File: config.mk
export PLATFORM = sky130hd
export DESIGN_NAME = id_ex_stage
export DESIGN_NICKNAME = d
export VERILOG_FILES = /design/src/rtl/mips_pkg.sv /design/src/rtl/id_ex_stage_hazard_detect.sv /design/src/rtl/id_ex_stage.sv
export SDC_FILE = /design/constraint.sdc
export NUM_CORES = 1
export LEC_CHECK = 0
export CAP_MARGIN = 0
export CORE_AREA = 2 2 124 126
export DETAILED_ROUTE_END_ITERATION = 6
export DIE_AREA = 0 0 126 128
export PLACE_DENSITY = 0.76
export SKIP_CTS_REPAIR_TIMING = 1
export SLEW_MARGIN = 25
export SYNTH_ARGS = -nofsm -noshare
export SYNTH_HDL_FRONTEND = slang
export SYNTH_SLANG_ARGS = --single-unit
File: constraint.sdc
create_clock -name clk -period 1 [get_ports clk]
set_input_delay 0.2 -clock clk [delete_from_list [all_inputs] [get_ports clk]]
set_output_delay 0.2 -clock clk [all_outputs]
set_load 0.1 [all_outputs]
File: src/rtl/mips_pkg.sv
// Shared MIPS32 pipeline definitions: opcodes, ALUOp encodings and control-word types
// used by the decode and ID/EX stages.
package mips_pkg;

    localparam logic [5:0] OP_RTYPE = 6'b000000;
    localparam logic [5:0] OP_LW    = 6'b100011;
    localparam logic [5:0] OP_SW    = 6'b101011;
    localparam logic [5:0] OP_BEQ   = 6'b000100;
    localparam logic [5:0] OP_J     = 6'b000010;
    localparam logic [5:0] OP_JAL   = 6'b000011;
    localparam logic [5:0] OP_ADDI  = 6'b001000;

    localparam logic [1:0] ALUOP_ADD   = 2'b00;
    localparam logic [1:0] ALUOP_SUB   = 2'b01;
    localparam logic [1:0] ALUOP_FUNCT = 2'b10;
    localparam logic [1:0] ALUOP_LOGIC = 2'b11;

    typedef struct packed {
        logic [1:0] reg_dst;
        logic [1:0] mem_to_reg;
        logic [1:0] alu_op;
        logic       jump;
        logic       branch;
        logic       mem_read;
        logic       mem_write;
        logic       alu_src;
        logic       reg_write;
        logic       sign_or_zero;
    } ctrl_word;

    // sign_or_zero is consumed at capture, so the EX copy drops it
    typedef struct packed {
        logic [1:0] reg_dst;
        logic [1:0] mem_to_reg;
        logic [1:0] alu_op;
        logic       jump;
        logic       branch;
        logic       mem_read;
        logic       mem_write;
        logic       alu_src;
        logic       reg_write;
    } ex_ctrl_t;

    localparam ctrl_word BUBBLE_CTRL = '0;

    function automatic ex_ctrl_t to_ex_ctrl(input ctrl_word c);
        ex_ctrl_t e;
        e.reg_dst    = c.reg_dst;
        e.mem_to_reg = c.mem_to_reg;
        e.alu_op     = c.alu_op;
        e.jump       = c.jump;
        e.branch     = c.branch;
        e.mem_read   = c.mem_read;
        e.mem_write  = c.mem_write;
        e.alu_src    = c.alu_src;
        e.reg_write  = c.reg_write;
        return e;
    endfunction

endpackage

File: src/rtl/id_ex_stage_hazard_detect.sv
// Load-use hazard detector: flags a decode instruction that reads the register
// being loaded by the lw currently in EX.
module hazard_detect (
    input  logic       ex_valid,
    input  logic       ex_mem_read,
    input  logic [4:0] ex_rt,
    input  logic       id_valid,
    input  logic [4:0] id_rs,
    input  logic [4:0] id_rt,
    input  logic       id_alu_src,
    input  logic       id_mem_write,
    input  logic       id_branch,
    output logic       hz
);

    logic uses_rt;

    // rt is a source for R-type, store data and branch compare, but not for addi/lw
    assign uses_rt = ~id_alu_src | id_mem_write | id_branch;

    assign hz = ex_valid & ex_mem_read & (ex_rt != 5'd0) & id_valid &
                ((ex_rt == id_rs) | (uses_rt & (ex_rt == id_rt)));

endmodule

File: src/rtl/id_ex_stage.sv
// ID/EX pipeline register with flush and optional load-use bubble insertion.
// Define ID_EX_HAZARD_EN to enable hazard detection, stall and stall_count.
module id_ex_stage
    import mips_pkg::*;
#(
    parameter int DW    = 32,
    parameter int CNT_W = 16
) (
    input  logic             clk,
    input  logic             reset,
    input  logic             id_valid,
    input  logic [1:0]       id_RegDst,
    input  logic [1:0]       id_MemtoReg,
    input  logic [1:0]       id_ALUOp,
    input  logic             id_Jump,
    input  logic             id_Branch,
    input  logic             id_MemRead,
    input  logic             id_MemWrite,
    input  logic             id_ALUSrc,
    input  logic             id_RegWrite,
    input  logic             id_sign_or_zero,
    input  logic [DW-1:0]    id_pc4,
    input  logic [DW-1:0]    id_rs_data,
    input  logic [DW-1:0]    id_rt_data,
    input  logic [15:0]      id_imm,
    input  logic [4:0]       id_rs,
    input  logic [4:0]       id_rt,
    input  logic [4:0]       id_rd,
    input  logic             flush,
    output logic             stall,
    output logic             ex_valid,
    output logic [1:0]       ex_RegDst,
    output logic [1:0]       ex_MemtoReg,
    output logic [1:0]       ex_ALUOp,
    output logic             ex_Jump,
    output logic             ex_Branch,
    output logic             ex_MemRead,
    output logic             ex_MemWrite,
    output logic             ex_ALUSrc,
    output logic             ex_RegWrite,
    output logic [DW-1:0]    ex_pc4,
    output logic [DW-1:0]    ex_rs_data,
    output logic [DW-1:0]    ex_rt_data,
    output logic [DW-1:0]    ex_imm,
    output logic [4:0]       ex_rs,
    output logic [4:0]       ex_rt,
    output logic [4:0]       ex_rd,
    output logic [CNT_W-1:0] stall_count
);

    ctrl_word      id_ctrl;
    ex_ctrl_t      ctrl_d, ctrl_q;
    logic          valid_d, valid_q;
    logic [DW-1:0] pc4_d, pc4_q, rs_data_d, rs_data_q, rt_data_d, rt_data_q, imm_d, imm_q;
    logic [4:0]    rs_d, rs_q, rt_d, rt_q, rd_d, rd_q;
    logic          kill;

    always_comb begin
        id_ctrl              = BUBBLE_CTRL;
        id_ctrl.reg_dst      = id_RegDst;
        id_ctrl.mem_to_reg   = id_MemtoReg;
        id_ctrl.alu_op       = id_ALUOp;
        id_ctrl.jump         = id_Jump;
        id_ctrl.branch       = id_Branch;
        id_ctrl.mem_read     = id_MemRead;
        id_ctrl.mem_write    = id_MemWrite;
        id_ctrl.alu_src      = id_ALUSrc;
        id_ctrl.reg_write    = id_RegWrite;
        id_ctrl.sign_or_zero = id_sign_or_zero;
    end

`ifdef ID_EX_HAZARD_EN
    logic             hz;
    logic [CNT_W-1:0] cnt_d, cnt_q;

    hazard_detect u_hazard_detect (
        .ex_valid    (valid_q),
        .ex_mem_read (ctrl_q.mem_read),
        .ex_rt       (rt_q),
        .id_valid    (id_valid),
        .id_rs       (id_rs),
        .id_rt       (id_rt),
        .id_alu_src  (id_ALUSrc),
        .id_mem_write(id_MemWrite),
        .id_branch   (id_Branch),
        .hz          (hz)
    );

    // flush overrides the hazard, so a killed slot is never counted as a bubble
    assign stall = hz & ~flush;
    assign kill  = flush | stall;

    always_comb begin
        cnt_d = cnt_q;
        if (stall && (cnt_q != {CNT_W{1'b1}})) begin
            cnt_d = cnt_q + CNT_W'(1);
        end
    end

    always_ff @(posedge clk or negedge reset) begin
        if (!reset) begin
            cnt_q <= '0;
        end else begin
            cnt_q <= cnt_d;
        end
    end

    assign stall_count = cnt_q;
`else
    assign stall       = 1'b0;
    assign kill        = flush;
    assign stall_count = '0;
`endif

    // Data fields always follow decode; only control and valid are squashed
    always_comb begin
        valid_d   = id_valid;
        ctrl_d    = to_ex_ctrl(id_ctrl);
        if (!id_valid || kill) begin
            valid_d = 1'b0;
            ctrl_d  = to_ex_ctrl(BUBBLE_CTRL);
        end
        pc4_d     = id_pc4;
        rs_data_d = id_rs_data;
        rt_data_d = id_rt_data;
        imm_d     = id_sign_or_zero ? {{(DW-16){id_imm[15]}}, id_imm}
                                    : {{(DW-16){1'b0}}, id_imm};
        rs_d      = id_rs;
        rt_d      = id_rt;
        rd_d      = id_rd;
    end

    always_ff @(posedge clk or negedge reset) begin
        if (!reset) begin
            valid_q   <= 1'b0;
            ctrl_q    <= '0;
            pc4_q     <= '0;
            rs_data_q <= '0;
            rt_data_q <= '0;
            imm_q     <= '0;
            rs_q      <= '0;
            rt_q      <= '0;
            rd_q      <= '0;
        end else begin
            valid_q   <= valid_d;
            ctrl_q    <= ctrl_d;
            pc4_q     <= pc4_d;
            rs_data_q <= rs_data_d;
            rt_data_q <= rt_data_d;
            imm_q     <= imm_d;
            rs_q      <= rs_d;
            rt_q      <= rt_d;
            rd_q      <= rd_d;
        end
    end

    assign ex_valid    = valid_q;
    assign ex_RegDst   = ctrl_q.reg_dst;
    assign ex_MemtoReg = ctrl_q.mem_to_reg;
    assign ex_ALUOp    = ctrl_q.alu_op;
    assign ex_Jump     = ctrl_q.jump;
    assign ex_Branch   = ctrl_q.branch;
    assign ex_MemRead  = ctrl_q.mem_read;
    assign ex_MemWrite = ctrl_q.mem_write;
    assign ex_ALUSrc   = ctrl_q.alu_src;
    assign ex_RegWrite = ctrl_q.reg_write;
    assign ex_pc4      = pc4_q;
    assign ex_rs_data  = rs_data_q;
    assign ex_rt_data  = rt_data_q;
    assign ex_imm      = imm_q;
    assign ex_rs       = rs_q;
    assign ex_rt       = rt_q;
    assign ex_rd       = rd_q;

endmodule

* Word level (Yosys, flattened, before mapping)
Cells that the tools add are included.
Cells by class: mux-type cells 3, reductions and logical operators 2
Operators by type and width (count):
- 2-to-1 mux 32 bit | 1
- 2-to-1 mux 12 bit | 1
- zero test 1 bit | 1
- logical OR 1 bit | 1
- 2-to-1 mux 1 bit | 1
Storage, ports and cells: input port bits 144, logic and storage cells 22, output and inout port bits 173, flip-flop bits (word level) 156

* Logic depth before layout (Yosys ltp)
Gate-level depths: netlist (run 1).
word-level depth 3, mapped depth 2, gate-level depth less buffers 1

* Least setup slack after synthesis (run 1)
Ideal clock, no wire load.
path type reg-to-output, start register, netlist name ex_imm[30], end output port ex_imm[17], stages on the path, launching flop included 2, path slack -756 ps, buffers on the path 1, data required time 800 ps, data arrival time 1556 ps, path through dfrtp_1 buf_4
RTL lines:
- end, declared | RTL line id_ex_stage.sv:44 | output logic [DW-1:0] ex_imm,

==> impl_metrics.py, run 1 <==
metrics = {
    "status": {
        "outcome": "finished with violations",
        "failed_checks": "negative setup slack",
    },
    "yosys": {
        "ys_warn_count": 0,
        "synth_seq_area_share_pct": 90.27,
        "synth.distinct_cells": 7,
        "synth.most_common_cell": "dfrtp_1",
        "synth_area_leader_cell": "dfrtp_1",
        "syn_area_um2": 3909,
        "synth_common_cells": "141 x dfrtp_1, 33 x buf_4, 12 x and3b_1",
        "synth_seq_cells": 141,
        "syn_avg_cell_area_um2": 20.57,
        "synth_edf_count": 0,
        "synthTopCellsByArea": "dfrtp_1 90%, buf_4 6.3%, and3b_1 2.7%",
        "synth_ff_type": "dfrtp_1",
        "synth.top_cell.area_share_pct": 90.27,
        "async_flop_share_pct": 100.0,
        "synthCells": 190,
    },
    "clock_tree": {
        "cts_htree_levels": 4,
        "root_buffer": "clkbuf_16",
        "clock_sinks": 141,
        "cts_buffers": 17,
        "clk_pin_slew_ns": 0.06,
        "cts.path.max_buffers": 2,
        "cts_tree": "done",
    },
    "floorplanning": {
        "initial_core_util_pct": 26.30,
        "fp-row-count": 45,
        "boundaryPins": 317,
        "die_width_um": 126,
        "die_height_um": 128,
        "core_area_um2": 14860,
        "dieArea_um2": 16130,
    },
    "cells_and_area": {
        "antenna_cells": 0,
        "stdcell_area_um2": 9503,
        "fillCellCount": 976,
        "utilization_pct": 63.93,
        "drive_gt1_share_pct": 66.47,
        "area_delta_synth_final_pct": 143.1,
        "nNetsFinal": 650,
    },
    "timing": {
        "fin_ws_ns": -0.5116,
        "fin_crit_ns": 1.512,
        "finalSetupViolations": 156,
        "period_share_pct": 151.2,
        "rsz0062_at_grt": "yes",
        "slew_viol_final": 0,
        "hold_viol_final": 0,
        "fmax_ghz": 0.6616,
        "worst_hold_slack_ns": 0.2109,
    },
    "critical_path": {
        "path_max_fanout": 11,
        "worstSetupStartpoint": "ex_imm[30]",
        "worstPathArrival_ns": 1.31,
        "worst_setup_path_start_kind": "register",
        "worstSetupPathType": "register to primary output",
        "crit_required_ns": 0.80,
        "crit_path_end": "ex_imm[21]",
        "endpoint_kind": "primary output",
    },
    "grt": {
        "grt_pass1_wl_mm": 18.36,
        "overflow": 0,
        "grt_pass1_vias": 3146,
        "grt_max_degree": 41,
        "track_usage_pct": 15.60,
        "antenna_found_initial": 0,
    },
    "route": {
        "avgViaCountPerCell": 3.826,
        "drt_first_pass_iters": 4,
        "final_antenna_net_count": 0,
        "drc_errors": 0,
        "avgRoutedWirePerCell_um": 17.27,
        "finalWirelength_mm": 12.21,
        "vias": 2705,
        "drt_iter0_markers": 76,
    },
    "place": {
        "port_buffers": 299,
        "pre_cts_slack_ns": -0.2129,
        "dpl.hpwl_mm": 9.922,
        "gp_congestion": 0.7431,
        "place_area_um2": 8762,
    },
    "power": {
        "peakVddDrop_mv": 0.9851,
        "power_w": 0.01810,
        "power_leakage_nw": 4.083,
        "powerDensity_nw_per_um2": 1904,
    },
    "flow_run": {
        "maxCapViolCount": 0,
    },
    "min_path": {
        "hold_class": "input pin to register",
    },
}
-- how the worst min path moves through the flow --
| stage | cells past startpoint | to | start | slack, ns |
|---|---|---|---|---|
| after CTS | 1 | ex_rt_data[16] | reset | -0.38 |
| after global routing | 1 | ex_rt[0] | id_rt[0] | 0.19 |
| after detailed placement | 1 | ex_rt_data[16] | reset | 0.07 |
| final | 1 | ex_rt_data[16] | id_rt_data[16] | 0.21 |
| after floorplan | 0 | ex_ALUOp[0] | reset | -0.1 |
| after global placement | 1 | ex_pc4[12] | reset | 0.07 |
-- cell usage in the layout, fill, tap and decap left out --
cell type	count
buf_12	159
clkdlybuf4s50_1	142
dfrtp_2	140
conb_1	17
clkbuf_16	17
and3b_1	12
buf_4	12
bufinv_16	5
clkinv_2	2
clkinv_4	2
clkinvlp_4	2
clkbuf_8	2
inv_6	2
and2_1	1
nor2b_1	1
dfrtp_4	1
dlygate4sd3_1	1
buf_6	1
-- critical path, cell delays in order, from the launching register on --
cell,delay (ns)
dfrtp_4,0.55
buf_4,0.18
buf_12,0.16
-- where the power goes --
part	leakage (nW)	internal, W	switching (W)
sequential	1.52	0.00605	0.000259
clock	0.320	0.00457	0.00239
combinational	2.24	0.00178	0.00305
total	4.08	0.0124	0.00570
-- stage by stage --
step                cells  setup TNS [ns]
floorplan             206          -3.291
global placement      665          -4.461
detailed placement    665          -4.997
CTS                   697          -41.22
global route          707          -42.18
finish                707          -35.46
-- layer usage --
metal / global-route usage, % / share of wire (%)
met1: 15.56 / 32
met2: 27.99 / 57
met3: 7.930 / 9.7
met4: 5.495 / 1.4
met5: 0 / 0
-- cells by family (layout without fill, tap and decap cells) --
kind of cell  Yosys count  in the layout  synth area share [%]
buf+inv                34            347                 6.626
flops                 141            141                 90.27
other cells             1             17               0.09594
simple gates           14             14                 3.009
-- layout make-up --
cell class / instances / area (um^2) / share of cell area, %
tap: 188 / 235.2 / 2.475
multi-input combinational: 31 / 181.4 / 1.909
timing repair buffer: 315 / 4716 / 49.62
sequential: 141 / 3707 / 39.01
clock inverter: 13 / 210.2 / 2.212
clock buffer: 19 / 452.9 / 4.766
-- sequential cells by signal, summed over array words and instances, names as in the netlist, 2 cells and up --
name and cells:
ex_rt 5, ex_RegDst 2, ex_imm 17, ex_pc4 32
ex_ALUOp 2, ex_rt_data 32, ex_rs 5, ex_rd 5
ex_rs_data 32, ex_MemtoReg 2
No activity file was read; power rests on OpenSTA's default activity.
==> inputs of run 2 (changes only) <==
CORE_AREA = 2 2 123 125   (was 2 2 124 126)
DIE_AREA = 0 0 125 127   (was 0 0 126 128)
PLACE_DENSITY = 0.77   (was 0.76)
RECOVER_POWER = 50   (was default)
==> run 2 against run 1 <==
Effect of this change: the flow still finishes with violations (negative setup slack); setup slack improved by 0.032 ns; sequential cell count did not move; total power down 2.3%; critical path depth unchanged; maximum frequency grew 2.2%; via count is 0.55% higher; sequential power hardly changed; sequential share of layout area grew 0.26 points; clock-buffer cell count unchanged; global-route usage increased by 1.5 points; first-iteration DRC count decreased by 12%; clock power fell by 4.6%; critical path type unchanged.
==> impl_metrics.py, run 2 (synthesized netlist as in run 1, its figures left out) <==
metrics = {
    "route": {
        "final_antenna_net_count": 0,
        "finalWirelength_mm": 13.24,
        "vias": 2720,
        "avgViaCountPerCell": 3.869,
        "drt_iter0_markers": 67,
        "drt_first_pass_iters": 3,
        "drc_errors": 0,
        "avgRoutedWirePerCell_um": 18.84,
    },
    "clock_tree": {
        "cts_htree_levels": 4,
        "clock_sinks": 141,
        "cts.path.max_buffers": 2,
        "clk_pin_slew_ns": 0.06,
        "cts_tree": "done",
        "cts_buffers": 17,
        "root_buffer": "clkbuf_16",
    },
    "floorplanning": {
        "die_height_um": 127,
        "initial_core_util_pct": 27.10,
        "boundaryPins": 317,
        "fp-row-count": 44,
        "core_area_um2": 14420,
        "die_width_um": 125,
        "dieArea_um2": 15880,
    },
    "timing": {
        "finalSetupViolations": 222,
        "tightestPinTransition_ns": 0.6899,
        "fin_crit_ns": 1.480,
        "slew_viol_final": 0,
        "rsz0062_at_grt": "yes",
        "hold_viol_final": 0,
        "period_share_pct": 148.0,
        "fin_ws_ns": -0.4798,
        "slew_headroom_pct": 54.01,
        "fmax_ghz": 0.6758,
    },
    "critical_path": {
        "worst_setup_path_start_kind": "register",
        "critPathMaxStageDelay_ns": 0.52,
        "endpoint_kind": "primary output",
        "critPathTopFamily": "flip-flops",
        "worstPathArrival_ns": 1.28,
        "worstSetupPathType": "register to primary output",
        "crit_required_ns": 0.80,
        "worstSetupStartpoint": "ex_imm[30]",
        "worstPathCellList": "buf_4, buf_12",
        "crit_path_end": "ex_imm[23]",
        "slowest_stage": "dfrtp_4",
        "path_max_fanout": 5,
        "critical_path_buf_inv_count": 2,
        "cp.depth": 2,
    },
    "cells_and_area": {
        "utilization_pct": 65.45,
        "fillCellCount": 942,
        "layout_common_cells": "159 x buf_12, 140 x dfrtp_2, 128 x dlygate4sd3_1, 17 x conb_1, 17 x clkbuf_16",
        "stdcell_area_um2": 9440,
        "area_delta_synth_final_pct": 141.5,
        "drive_gt1_share_pct": 66.21,
        "instances_no_fill": 703,
        "layout_commonest_cell": "buf_12",
        "nNetsFinal": 646,
    },
    "grt": {
        "track_usage_pct": 17.12,
        "grtUsageMet3_pct": 8.501,
        "grt_max_degree": 47,
        "grtUsageMet1_pct": 16.43,
        "antenna_found_initial": 3,
        "grt_pass1_vias": 3151,
        "overflow": 0,
        "grt-busiest-layer": "met2",
        "grt_pass1_wl_mm": 19.62,
        "grt_use_met2_pct": 31.01,
    },
    "status": {
        "failed_checks": "negative setup slack",
        "outcome": "finished with violations",
    },
    "place": {
        "gp_congestion": 0.7584,
        "place_area_um2": 8752,
        "dpl.hpwl_mm": 10.62,
        "port_buffers": 299,
        "pre_cts_slack_ns": -0.2366,
        "placedCellCount": 662,
    },
    "min_path": {
        "hold_class": "input pin to register",
    },
    "power": {
        "peakVddDrop_mv": 1.414,
        "power_leakage_nw": 4.078,
        "power_w": 0.01769,
        "powerDensity_nw_per_um2": 1874,
    },
    "flow_run": {
        "maxCapViolCount": 0,
    },
}
==> run 2: how the worst min path moves through the flow <==
stage                         startpoint             end  slack [ns]  depth (start not counted)
final                     id_rs_data[28]  ex_rs_data[28]        0.34                          1
after global routing          id_pc4[21]      ex_pc4[21]        0.32                          1
after CTS                          reset  ex_rs_data[28]       -0.37                          1
after detailed placement           reset  ex_rs_data[28]        0.08                          1
after global placement             reset      ex_pc4[16]        0.07                          1
after floorplan                    reset     ex_ALUOp[0]        -0.1                          0
==> run 2: routing by layer <==
layer  wire (um)  share of wire (%)  up-vias
li1            -                  -     1172
met1        4112                 31     1333
met2        7467                 56      195
met3        1417                 11       20
met4         248                1.9        0
met5           0                  0        -
==> run 2: layout make-up <==
type                    instances  area [um^2]  area share, %
multi-input cells              31        181.4          1.922
flip-flops and latches        141         3707          39.27
repair buffers                311         4679          49.57
well taps                     184        230.2          2.439
clock inverters                13        178.9          1.895
clock buffers                  19        452.9          4.798
diodes                          4        10.01         0.1060
==> run 2: stage by stage <==
| stage | hold WS, ns | TNS [ns] |
|---|---|---|
| 2_1_floorplan | -0.09559 | -3.291 |
| 4_1_cts | -0.3685 | -40.15 |
| 6_report | 0.3367 | -38.02 |
| 3_3_place_gp | 0.07253 | -4.098 |
| 3_5_place_dp | 0.07909 | -5.269 |
| 5_1_grt | 0.3206 | -58.09 |
==> run 2: power by group <==
group | internal [W] | total [W] | switching [W] | leakage (nW)
registers | 0.00604 | 0.00631 | 0.000261 | 1.52
logic | 0.00166 | 0.00474 | 0.00308 | 2.25
clock network | 0.00413 | 0.00664 | 0.00251 | 0.306
